**src/rtl/op_issue_pkg.sv**
```systemverilog
// op_issue_pkg: opcode map, instruction field positions, FSM states
// and the opcode classifier shared by the issue controller and fetch.
package op_issue_pkg;

   localparam int OPC_LSB = 15;
   localparam int RA_LSB  = 11;
   localparam int RB_LSB  = 7;

   localparam logic [4:0] OP_TRAP  = 5'd0;
   localparam logic [4:0] OP_NOP   = 5'd1;
   localparam logic [4:0] OP_JMP   = 5'd2;
   localparam logic [4:0] OP_NOT   = 5'd8;
   localparam logic [4:0] OP_AND   = 5'd9;
   localparam logic [4:0] OP_OR    = 5'd10;
   localparam logic [4:0] OP_XOR   = 5'd11;
   localparam logic [4:0] OP_SHFTR = 5'd12;
   localparam logic [4:0] OP_SHFTL = 5'd13;
   localparam logic [4:0] OP_ROTR  = 5'd14;
   localparam logic [4:0] OP_ROTL  = 5'd15;
   localparam logic [4:0] OP_SWAP  = 5'd16;
   localparam logic [4:0] OP_INC   = 5'd17;

   typedef enum logic [2:0] {
      S_IDLE,
      S_READ,
      S_EXEC,
      S_WB1,
      S_WB2,
      S_HALT
   } state_t;

   typedef struct packed {
      logic alu;
      logic nowrite;
      logic swap;
      logic trap;
      logic illegal;
      logic forceb0;
   } op_class_t;

   function automatic op_class_t op_class(input logic [4:0] op);
      op_class_t c;
      c         = '0;
      c.trap    = (op == OP_TRAP);
      c.swap    = (op == OP_SWAP);
      c.alu     = ((op >= OP_NOT) && (op <= OP_ROTL)) || (op == OP_INC);
      c.illegal = ((op >= 5'd3) && (op <= 5'd7)) || (op >= 5'd18);
      c.nowrite = (op == OP_NOP) || (op == OP_JMP) || c.illegal;
      c.forceb0 = (op == OP_NOT) || (op == OP_INC) ||
                  (op == OP_TRAP) || (op == OP_NOP);
      return c;
   endfunction

endpackage

```
**src/rtl/op_field_decode.sv**
```systemverilog
// op_field_decode: splits an instruction word into opcode, register
// fields and class bits.
module op_field_decode
   import op_issue_pkg::*;
#(
   parameter int DATA_W = 20,
   parameter int OP_W   = 5,
   parameter int REG_AW = 4
) (
   input  logic [DATA_W-1:0] i_instr,
   output logic [OP_W-1:0]   o_opcode,
   output logic [REG_AW-1:0] o_ra,
   output logic [REG_AW-1:0] o_rb,
   output op_class_t         o_cls
);

   logic w_unused_low;

   assign o_opcode     = i_instr[OPC_LSB +: OP_W];
   assign o_ra         = i_instr[RA_LSB +: REG_AW];
   assign o_rb         = i_instr[RB_LSB +: REG_AW];
   assign o_cls        = op_class(o_opcode);
   assign w_unused_low = ^i_instr[RB_LSB-1:0];

endmodule

```
**src/rtl/op_issue_ctrl.sv**
```systemverilog
// op_issue_ctrl: single-issue sequencer that reads operands, drives the
// op path bank, captures the result and writes it back.
module op_issue_ctrl
   import op_issue_pkg::*;
#(
   parameter int DATA_W   = 20,
   parameter int OP_W     = 5,
   parameter int REG_AW   = 4,
   parameter int EXEC_LAT = 1
) (
   input  logic              clk,
   input  logic              rst_n,
   input  logic              in_valid,
   input  logic [DATA_W-1:0] in_instr,
   output logic              in_ready,
   output logic [REG_AW-1:0] rf_raddr_a,
   output logic [REG_AW-1:0] rf_raddr_b,
   input  logic [DATA_W-1:0] rf_rdata_a,
   input  logic [DATA_W-1:0] rf_rdata_b,
   output logic [OP_W-1:0]   op_sel,
   output logic [DATA_W-1:0] op_a,
   output logic [DATA_W-1:0] op_b,
   input  logic [DATA_W-1:0] op_w,
   input  logic              op_carry,
   output logic              rf_we,
   output logic [REG_AW-1:0] rf_waddr,
   output logic [DATA_W-1:0] rf_wdata,
   output logic              pc_load,
   output logic [DATA_W-1:0] pc_target,
   output logic              done,
   output logic              illegal,
   output logic              carry_flag,
   output logic              halted
);

   localparam logic [1:0] CNT_INIT = 2'(EXEC_LAT - 1);

   state_t            r_state;
   state_t            w_next;
   logic [DATA_W-1:0] r_instr;
   logic [DATA_W-1:0] r_opa;
   logic [DATA_W-1:0] r_opb;
   logic [DATA_W-1:0] r_res;
   logic [1:0]        r_cnt;
   logic              r_carry;
   logic [OP_W-1:0]   w_opc;
   logic [REG_AW-1:0] w_ra;
   logic [REG_AW-1:0] w_rb;
   op_class_t         w_cls;

   op_field_decode #(
      .DATA_W (DATA_W),
      .OP_W   (OP_W),
      .REG_AW (REG_AW)
   ) u_dec (
      .i_instr  (r_instr),
      .o_opcode (w_opc),
      .o_ra     (w_ra),
      .o_rb     (w_rb),
      .o_cls    (w_cls)
   );

   always_ff @(posedge clk or negedge rst_n) begin
      if (!rst_n) begin
         r_state <= S_IDLE;
         r_instr <= '0;
         r_opa   <= '0;
         r_opb   <= '0;
         r_res   <= '0;
         r_cnt   <= '0;
         r_carry <= 1'b0;
      end else begin
         r_state <= w_next;
         case (r_state)
            S_IDLE: if (in_valid) r_instr <= in_instr;
            S_READ: begin
               r_opa <= rf_rdata_a;
               r_opb <= w_cls.forceb0 ? '0 : rf_rdata_b;
               r_cnt <= CNT_INIT;
            end
            S_EXEC: begin
               if (w_cls.alu) begin
                  if (r_cnt == 2'd0) begin
                     r_res <= op_w;
                     if (w_opc == OP_INC) r_carry <= op_carry;
                  end else begin
                     r_cnt <= r_cnt - 2'd1;
                  end
               end
            end
            default: ;
         endcase
      end
   end

   always_comb begin
      w_next    = r_state;
      rf_we     = 1'b0;
      rf_waddr  = '0;
      rf_wdata  = '0;
      pc_load   = 1'b0;
      pc_target = '0;
      done      = 1'b0;
      illegal   = 1'b0;
      halted    = 1'b0;
      unique case (r_state)
         S_IDLE: if (in_valid) w_next = S_READ;
         S_READ: w_next = S_EXEC;
         S_EXEC: begin
            if (w_cls.trap) begin
               done   = 1'b1;
               halted = 1'b1;
               w_next = S_HALT;
            end else if (w_cls.nowrite) begin
               done    = 1'b1;
               illegal = w_cls.illegal;
               if (w_opc == OP_JMP) begin
                  pc_load   = 1'b1;
                  pc_target = r_opa;
               end
               w_next = S_IDLE;
            end else if (w_cls.swap || (r_cnt == 2'd0)) begin
               w_next = S_WB1;
            end
         end
         S_WB1: begin
            rf_we    = 1'b1;
            rf_waddr = w_ra;
            rf_wdata = w_cls.swap ? r_opb : r_res;
            done     = !w_cls.swap;
            w_next   = w_cls.swap ? S_WB2 : S_IDLE;
         end
         S_WB2: begin
            rf_we    = 1'b1;
            rf_waddr = w_rb;
            rf_wdata = r_opa;
            done     = 1'b1;
            w_next   = S_IDLE;
         end
         S_HALT: halted = 1'b1;
         default: w_next = S_IDLE;
      endcase
   end

   // reset holds the FSM in IDLE, so qualify ready with rst_n
   assign in_ready   = rst_n && (r_state == S_IDLE);
   assign rf_raddr_a = w_ra;
   assign rf_raddr_b = w_rb;
   assign op_sel     = w_opc;
   assign op_a       = r_opa;
   assign op_b       = r_opb;
   assign carry_flag = r_carry;

endmodule

```
**config.mk**
```make
export PLATFORM = sky130hd
export DESIGN_NAME = op_issue_ctrl
export DESIGN_NICKNAME = d
export VERILOG_FILES = /design/src/rtl/op_issue_pkg.sv /design/src/rtl/op_field_decode.sv /design/src/rtl/op_issue_ctrl.sv
export SDC_FILE = /design/constraint.sdc
export NUM_CORES = 1
export LEC_CHECK = 0
export BUFFER_PORTS_ARGS = -buffer_cell sky130_fd_sc_hd__buf_2
export CELL_PAD_IN_SITES_DETAIL_PLACEMENT = 1
export CELL_PAD_IN_SITES_GLOBAL_PLACEMENT = 1
export CORE_ASPECT_RATIO = 0.75
export CORE_UTILIZATION = 38
export DETAILED_ROUTE_END_ITERATION = 8
export GPL_TIMING_DRIVEN = 0
export PLACE_DENSITY = 0.9
export SLEW_MARGIN = 25
export SYNTH_ARGS = -nofsm -noshare
export SYNTH_HDL_FRONTEND = slang
export SYNTH_SLANG_ARGS = --single-unit
```
**constraint.sdc**
```tcl
create_clock -name clk -period 2.7 [get_ports clk]
set_input_delay 0.27 -clock clk [delete_from_list [all_inputs] [get_ports clk]]
set_output_delay 0.27 -clock clk [all_outputs]
set_load 0.1 [all_outputs]
```
==> results of run 1 <==
-- cells by family (layout without fill, tap and decap cells) --
| group | after synthesis | in the layout | synth area share, % |
|---|---|---|---|
| and+or+nand+nor | 77 | 77 | 11.5 |
| buffers and inverters | 25 | 224 | 5.15 |
| DFF | 79 | 79 | 50.3 |
| muxes | 73 | 73 | 21.9 |
| adders and majority gates | 1 | 1 | 0.318 |
| AOI/OAI and AO/OA | 58 | 58 | 10.8 |
-- final cells by class --
type                            count  area, um2
Buffer                             22        198
Timing Repair Buffer              183       1040
Inverter                            3       11.3
Clock buffer                       12        267
Fill cell                        1076       4130
Tap cell                          132        165
Sequential cell                    79       1980
Multi-Input combinational cell    209       2030
Clock inverter                      4       28.8
-- through the flow --
stage	setup TNS, ns	cell area, um2	hold slack (ns)	setup WS, ns
floorplan	-0.606	4180	-0.0256	-0.606
global placement	-0.0554	5240	0.468	-0.0554
detailed placement	0	5270	0.259	0.119
CTS	0	5670	0.143	0.0238
global route	-0.0191	5720	0.140	-0.00778
finish	0	5720	0.155	0.0668
-- worst register-to-register path: cells and delay by family, from the launching register on --
kind,cells,cell delay (ns)
simple gates,2,0.56
compound gates,1,0.09
mux,1,0.36
flops,1,0.48
buf+inv,2,0.36
-- per-layer routing --
| metal | GRT usage (%) | vias to the layer above |
|---|---|---|
| met5 | 0 | - |
| met2 | 44.2 | 110 |
| met4 | 7.40 | 0 |
| li1 | - | 1515 |
| met1 | 31.5 | 1687 |
| met3 | 4.89 | 15 |
-- sequential cells by signal (all words and copies together) (netlist names) --
signal and cells:
op_b 20, op_a 20, r_cnt 2, r_instr 13, r_state 3, carry_flag 1, r_res 20
-- layout by cell type (no fill, tap or decap), drive strengths merged, types with 2 or more instances in the layout --
cell type	netlist	routed
clkinv	0	2
clkinvlp	0	2
nor4b	3	3
a21oi	2	2
and2	20	20
and2b	2	2
o31ai	2	2
o21ai	22	22
a32o	2	2
mux2i	20	20
a21o	2	2
a22o	24	24
buf	17	185
nand2	27	27
nor3	3	3
or2	2	2
nor2	10	10
mux2	53	53
dfrtp	79	79
clkbuf	3	29
nor3b	2	2
inv	3	3
-- cell usage after synthesis, drive strengths merged --
cell type / instances / area share [%]
dfrtp: 79 / 50
mux2: 53 / 17
nand2: 27 / 2.6
a22o: 24 / 5.3
o21ai: 22 / 2.8
and2: 20 / 3.2
mux2i: 20 / 5.1
buf: 17 / 4.0
nor2: 10 / 1.0
clkbuf: 3 / 0.29
inv: 3 / 0.29
nor3: 3 / 0.38
nor4b: 3 / 1.4
a21o: 2 / 0.38
a21oi: 2 / 0.45
a32o: 2 / 0.51
and2b: 2 / 0.38
nor3b: 2 / 0.80
o31ai: 2 / 0.38
or2: 2 / 0.32
a31o: 1 / 0.22
and3b: 1 / 0.22
and4: 1 / 0.25
dlygate4sd1: 1 / 0.22
dlymetal6s2s: 1 / 0.32
ha: 1 / 0.32
nand2b: 1 / 0.16
nand3: 1 / 0.13
nand4: 1 / 0.16
nor2b: 1 / 0.16
o2111a: 1 / 0.29
o22a: 1 / 0.22
o311ai: 1 / 0.22
or3: 1 / 0.16
or3b: 1 / 0.22
-- worst min-delay path by stage --
stage	depth (start not counted)	to	start	slack, ns
after floorplan	0	carry_flag	rst_n	-0.03
after global placement	1	r_res[1]	r_res[1]	0.47
after detailed placement	1	op_b[17]	rst_n	0.26
after CTS	2	op_b[15]	rf_rdata_b[15]	0.14
after global routing	2	op_b[15]	rf_rdata_b[15]	0.14
final	2	op_b[15]	rf_rdata_b[15]	0.16
-- timing repair --
item / CTS / global route
buffers inserted: 0 / 1
gates resized for setup: 33 / 18
gates cloned: 0 / 0
endpoints found under the hold margin: 36 / 0
pin swaps: 0 / 1
hold buffers: 1 / 0
endpoints found under the setup margin: 30 / 31
==> flow_metrics.py, run 1 <==
metrics = {
    "status": {
        "status": "finished clean",
    },
    "critical_path": {
        "crit_chain": "nor4b_4 -> and2b_1 -> buf_6 -> buf_12 -> mux2i_2 -> o21ai_4 -> buf_4",
        "rr_endpoint": "r_res[3]",
        "path_depth": 7,
        "regToRegStartpoint": "r_instr[18]",
        "arrival_ns": 2.36,
        "critPathSlowestCell": "dfrtp_1",
        "r2r_slack_ns": 0.73,
        "cp-end-kind": "primary output",
        "startpoint_type": "flop",
        "criticalPathCategory": "reg2out",
        "crit_path_max_fanout": 10,
        "r2r.worst_path.cells": 6,
        "slowest_delay_ns": 0.48,
        "crit_path_start": "r_instr[18]",
        "cp_num_buf_inv": 3,
        "crit_family": "buffers and inverters",
        "cp-endpoint": "rf_wdata[10]",
        "cp_data_required_time_ns": 2.43,
    },
    "global_route": {
        "grt_pass1_wl_um": 20700,
        "track_usage_pct": 25.3,
        "grt.overflow.total": 0,
        "antenna_found_initial": 0,
        "grt_pass1_vias": 3658,
        "grt_max_degree": 45,
    },
    "synthesis": {
        "ys_ff_latch": 79,
        "yosysSeqAreaShare_pct": 50.3,
        "synth_fp_nets": 398,
        "avgSynthCellArea_um2": 12.6,
        "syn_area_um2": 3930,
        "netlist_instances": 313,
        "ys_types": 44,
        "synth_warnings": 0,
    },
    "place": {
        "io_buffers": 180,
        "place_hpwl_um": 10200,
        "place_congestion": 0.851,
        "placedCellCount": 626,
    },
    "timing": {
        "hold_viol_final": 0,
        "tightest_slew_ns": 0.564,
        "period_share_pct": 97.5,
        "slew_violations": 0,
        "max_freq_mhz": 380,
        "setup_violations": 0,
        "period_needed_ns": 2.63,
        "skew_ns": 0.00693,
        "relSlewSlack_pct": 62.4,
    },
    "clock_tree": {
        "cts_tree": "built",
        "clk_latency_ns": 0.33,
        "root_buffer": "clkbuf_16",
        "clock_path_buffers": 2,
        "cts.sinks": 79,
        "cts.reportedPaths.clkPinSlew_ns": 0.06,
        "htree_levels": 3,
        "numCtsBuffers": 9,
    },
    "die": {
        "core_um2": 9850,
        "start_util_pct": 39.9,
        "num_rows": 31,
        "die_height_um": 90.1,
        "fp.dieW_um": 119,
        "pin_count": 188,
        "die_area_um2": 10800,
    },
    "finish": {
        "drive_gt1_share_pct": 62.5,
        "syn_to_final_growth_pct": 45.4,
        "post-route-util_pct": 58.1,
        "final_cells": 644,
        "nets": 592,
        "n_antenna_cell": 0,
    },
    "routing": {
        "drc": 0,
        "drtIter0Drc": 64,
        "routedWlPerCell_um": 20.6,
        "route.met2.wl_um": 6870,
        "met3WireLength_um": 558,
        "wl_met1_um": 5630,
        "vias": 3327,
        "ant_nets": 0,
        "topRoutingLayerUsed": "met4",
        "dr.pass1.iters": 4,
        "viasPerCell": 5.17,
        "wl_um": 13200,
    },
    "min_path": {
        "holdCritPathClass": "in2reg",
    },
    "job": {
        "cap_violations": 0,
    },
}
Power of run 1 is not shown: default switching activity piles up to over one toggle a cycle in this logic, so the estimate is an artifact.
==> run 2: changes to the inputs <==
- CAP_MARGIN: default -> 0
- CORE_UTILIZATION: 38 -> 39
- SYNTH_HIERARCHICAL: default -> 1
==> flow_metrics.py, run 2 <==
metrics = {
    "finish": {
        "n_antenna_cell": 0,
        "design_area_um2": 6240,
        "syn_to_final_growth_pct": 55.0,
        "final_cell_mix": "buf_2, dfrtp_1, mux2_2",
        "nets": 643,
        "n_fill_cell": 1041,
        "final_cells": 695,
        "final_common_cell": "buf_2",
        "drive_gt1_share_pct": 54.9,
    },
    "power": {
        "power.switching_mw": 0.697,
        "p_sw_share_pct": 24.5,
        "pwr-share-clk_pct": 48.9,
        "p_leak_nw": 3.05,
        "pwr-share-seq_pct": 42.7,
        "vdd_drop_max_v": 0.000347,
        "p_int_mw": 2.15,
        "p_per_area_nw_per_um2": 456,
        "p_comb_share_pct": 8.4,
    },
    "timing": {
        "tightest_slew_ns": 0.512,
        "setup_ws_ns": -0.0507,
        "max_freq_mhz": 364,
        "slew_violations": 0,
        "skew_ns": 0.00391,
        "hold_viol_final": 0,
        "period_share_pct": 102,
        "rsz0062_at_grt": "true",
        "period_needed_ns": 2.75,
        "setup_violations": 18,
        "relSlewSlack_pct": 66.1,
    },
    "min_path": {
        "min_from": "rf_rdata_a[6]",
        "holdCritPathClass": "in2reg",
        "worst_hold_path.num_cells": 2,
        "hold_end": "op_a[6]",
    },
    "synthesis": {
        "synth_warnings": 6,
        "avgSynthCellArea_um2": 11.4,
        "syn_area_um2": 4030,
        "netlist_instances": 354,
        "synth_fp_nets": 439,
    },
    "place": {
        "io_buffers": 180,
        "placedCellCount": 667,
        "place_congestion": 0.810,
        "place_hpwl_um": 9670,
        "dpl_cell_area_um2": 5140,
    },
    "die": {
        "pin_count": 188,
        "core_um2": 9850,
        "num_rows": 31,
        "die_height_um": 90.0,
        "die_area_um2": 10700,
        "fp.dieW_um": 119,
        "start_util_pct": 40.9,
    },
    "clock_tree": {
        "clk_latency_ns": 0.35,
        "numCtsBuffers": 9,
        "clock_path_buffers": 2,
        "cts.sinks": 79,
        "htree_levels": 3,
        "cts.reportedPaths.clkPinSlew_ns": 0.06,
        "cts_tree": "built",
        "root_buffer": "clkbuf_16",
    },
    "routing": {
        "drc": 0,
        "wl_um": 15100,
        "dr.pass1.iters": 6,
        "routedWlPerCell_um": 21.7,
        "viasPerCell": 5.35,
        "vias": 3717,
        "ant_nets": 0,
        "drtIter0Drc": 126,
    },
    "critical_path": {
        "cp_data_required_time_ns": 2.43,
        "arrival_ns": 2.48,
        "regToRegStartpoint": "r_instr[16]",
        "criticalPathCategory": "reg2out",
        "r2r_slack_ns": 0.52,
        "cp-end-kind": "primary output",
        "rr_endpoint": "r_res[5]",
        "startpoint_type": "flop",
        "r2r.worst_path.cells": 6,
        "crit_path_max_fanout": 10,
    },
    "status": {
        "violations": "negative setup slack",
        "status": "complete, but fails checks",
    },
    "global_route": {
        "grt_max_degree": 51,
        "grt_pass1_vias": 4020,
        "track_usage_pct": 28.1,
        "antenna_found_initial": 0,
        "grt.overflow.total": 0,
        "grt_pass1_wl_um": 22700,
    },
    "job": {
        "cap_violations": 0,
    },
}
[run 2: area by class of cell]
type	count	area [um2]	area share, %
timing repair buffer	193	1610	25.8
clock buffer	12	267	4.27
buffer	38	263	4.21
sequential	79	1980	31.8
clock inverter	4	76.3	1.22
multi-input combinational	231	1860	29.7
tap	132	165	2.65
inverter	6	22.5	0.361
[run 2: worst max-delay path, cell delays in order (launching register included)]
cell and delay (ns):
dfrtp_2 0.43, or2_4 0.28, nor4b_4 0.41, and4b_2 0.34, buf_6 0.16, and2_1 0.14
a221o_1 0.18, buf_12 0.19
[run 2: layer usage]
layer / global-route usage, % / part of all wire, % / vias to the layer above
met4: 12.4 / 3.1 / 0
met2: 47.7 / 52 / 148
met1: 33.0 / 39 / 1886
met5: 0 / 0 / -
li1: - / - / 1647
met3: 8.12 / 5.9 / 36
[run 2: per-stage QoR]
step	total power [mW]	hold slack (ns)	setup TNS [ns]	util [%]	worst slack (ns)
global placement	1.46	0.480	-1.71	51.9	-0.117
detailed placement	1.48	0.238	-2.73	52.2	-0.170
finish	2.85	0.139	-0.369	63.3	-0.0507
CTS	2.87	0.125	0	60.8	0.00418
global route	2.93	0.141	-1.46	63.3	-0.0926
floorplan	1.37	-0.0256	0	-	0.0164
[run 2: worst max path at each step]
stage | startpoint | to | cells past startpoint
CTS | r_instr[15] | pc_target[10] | 7
detailed placement | r_instr[17] | rf_wdata[7] | 7
finish | r_instr[16] | rf_wdata[7] | 7
global route | r_instr[17] | rf_wdata[8] | 7
floorplan | r_instr[15] | pc_target[0] | 5
global placement | r_instr[17] | rf_wdata[7] | 7
[run 2: power by group through the flow]
stage	logic, mW	registers, mW	clock network [mW]
global placement	0.228	1.24	0
CTS	0.239	1.22	1.42
global route	0.253	1.22	1.46
finish	0.239	1.22	1.39
floorplan	0.0127	1.35	0
detailed placement	0.237	1.24	0
[run 2: timing repair]
action | CTS | global route
pin swaps | 1 | 3
buffers inserted | 6 | 4
hold buffers | 1 | 0
setup endpoints to repair | 47 | 43
gates resized for setup | 130 | 59
gates cloned | 1 | 0
hold endpoints to repair | 30 | 0
Note: power is estimated with default switching activity, not from simulation.
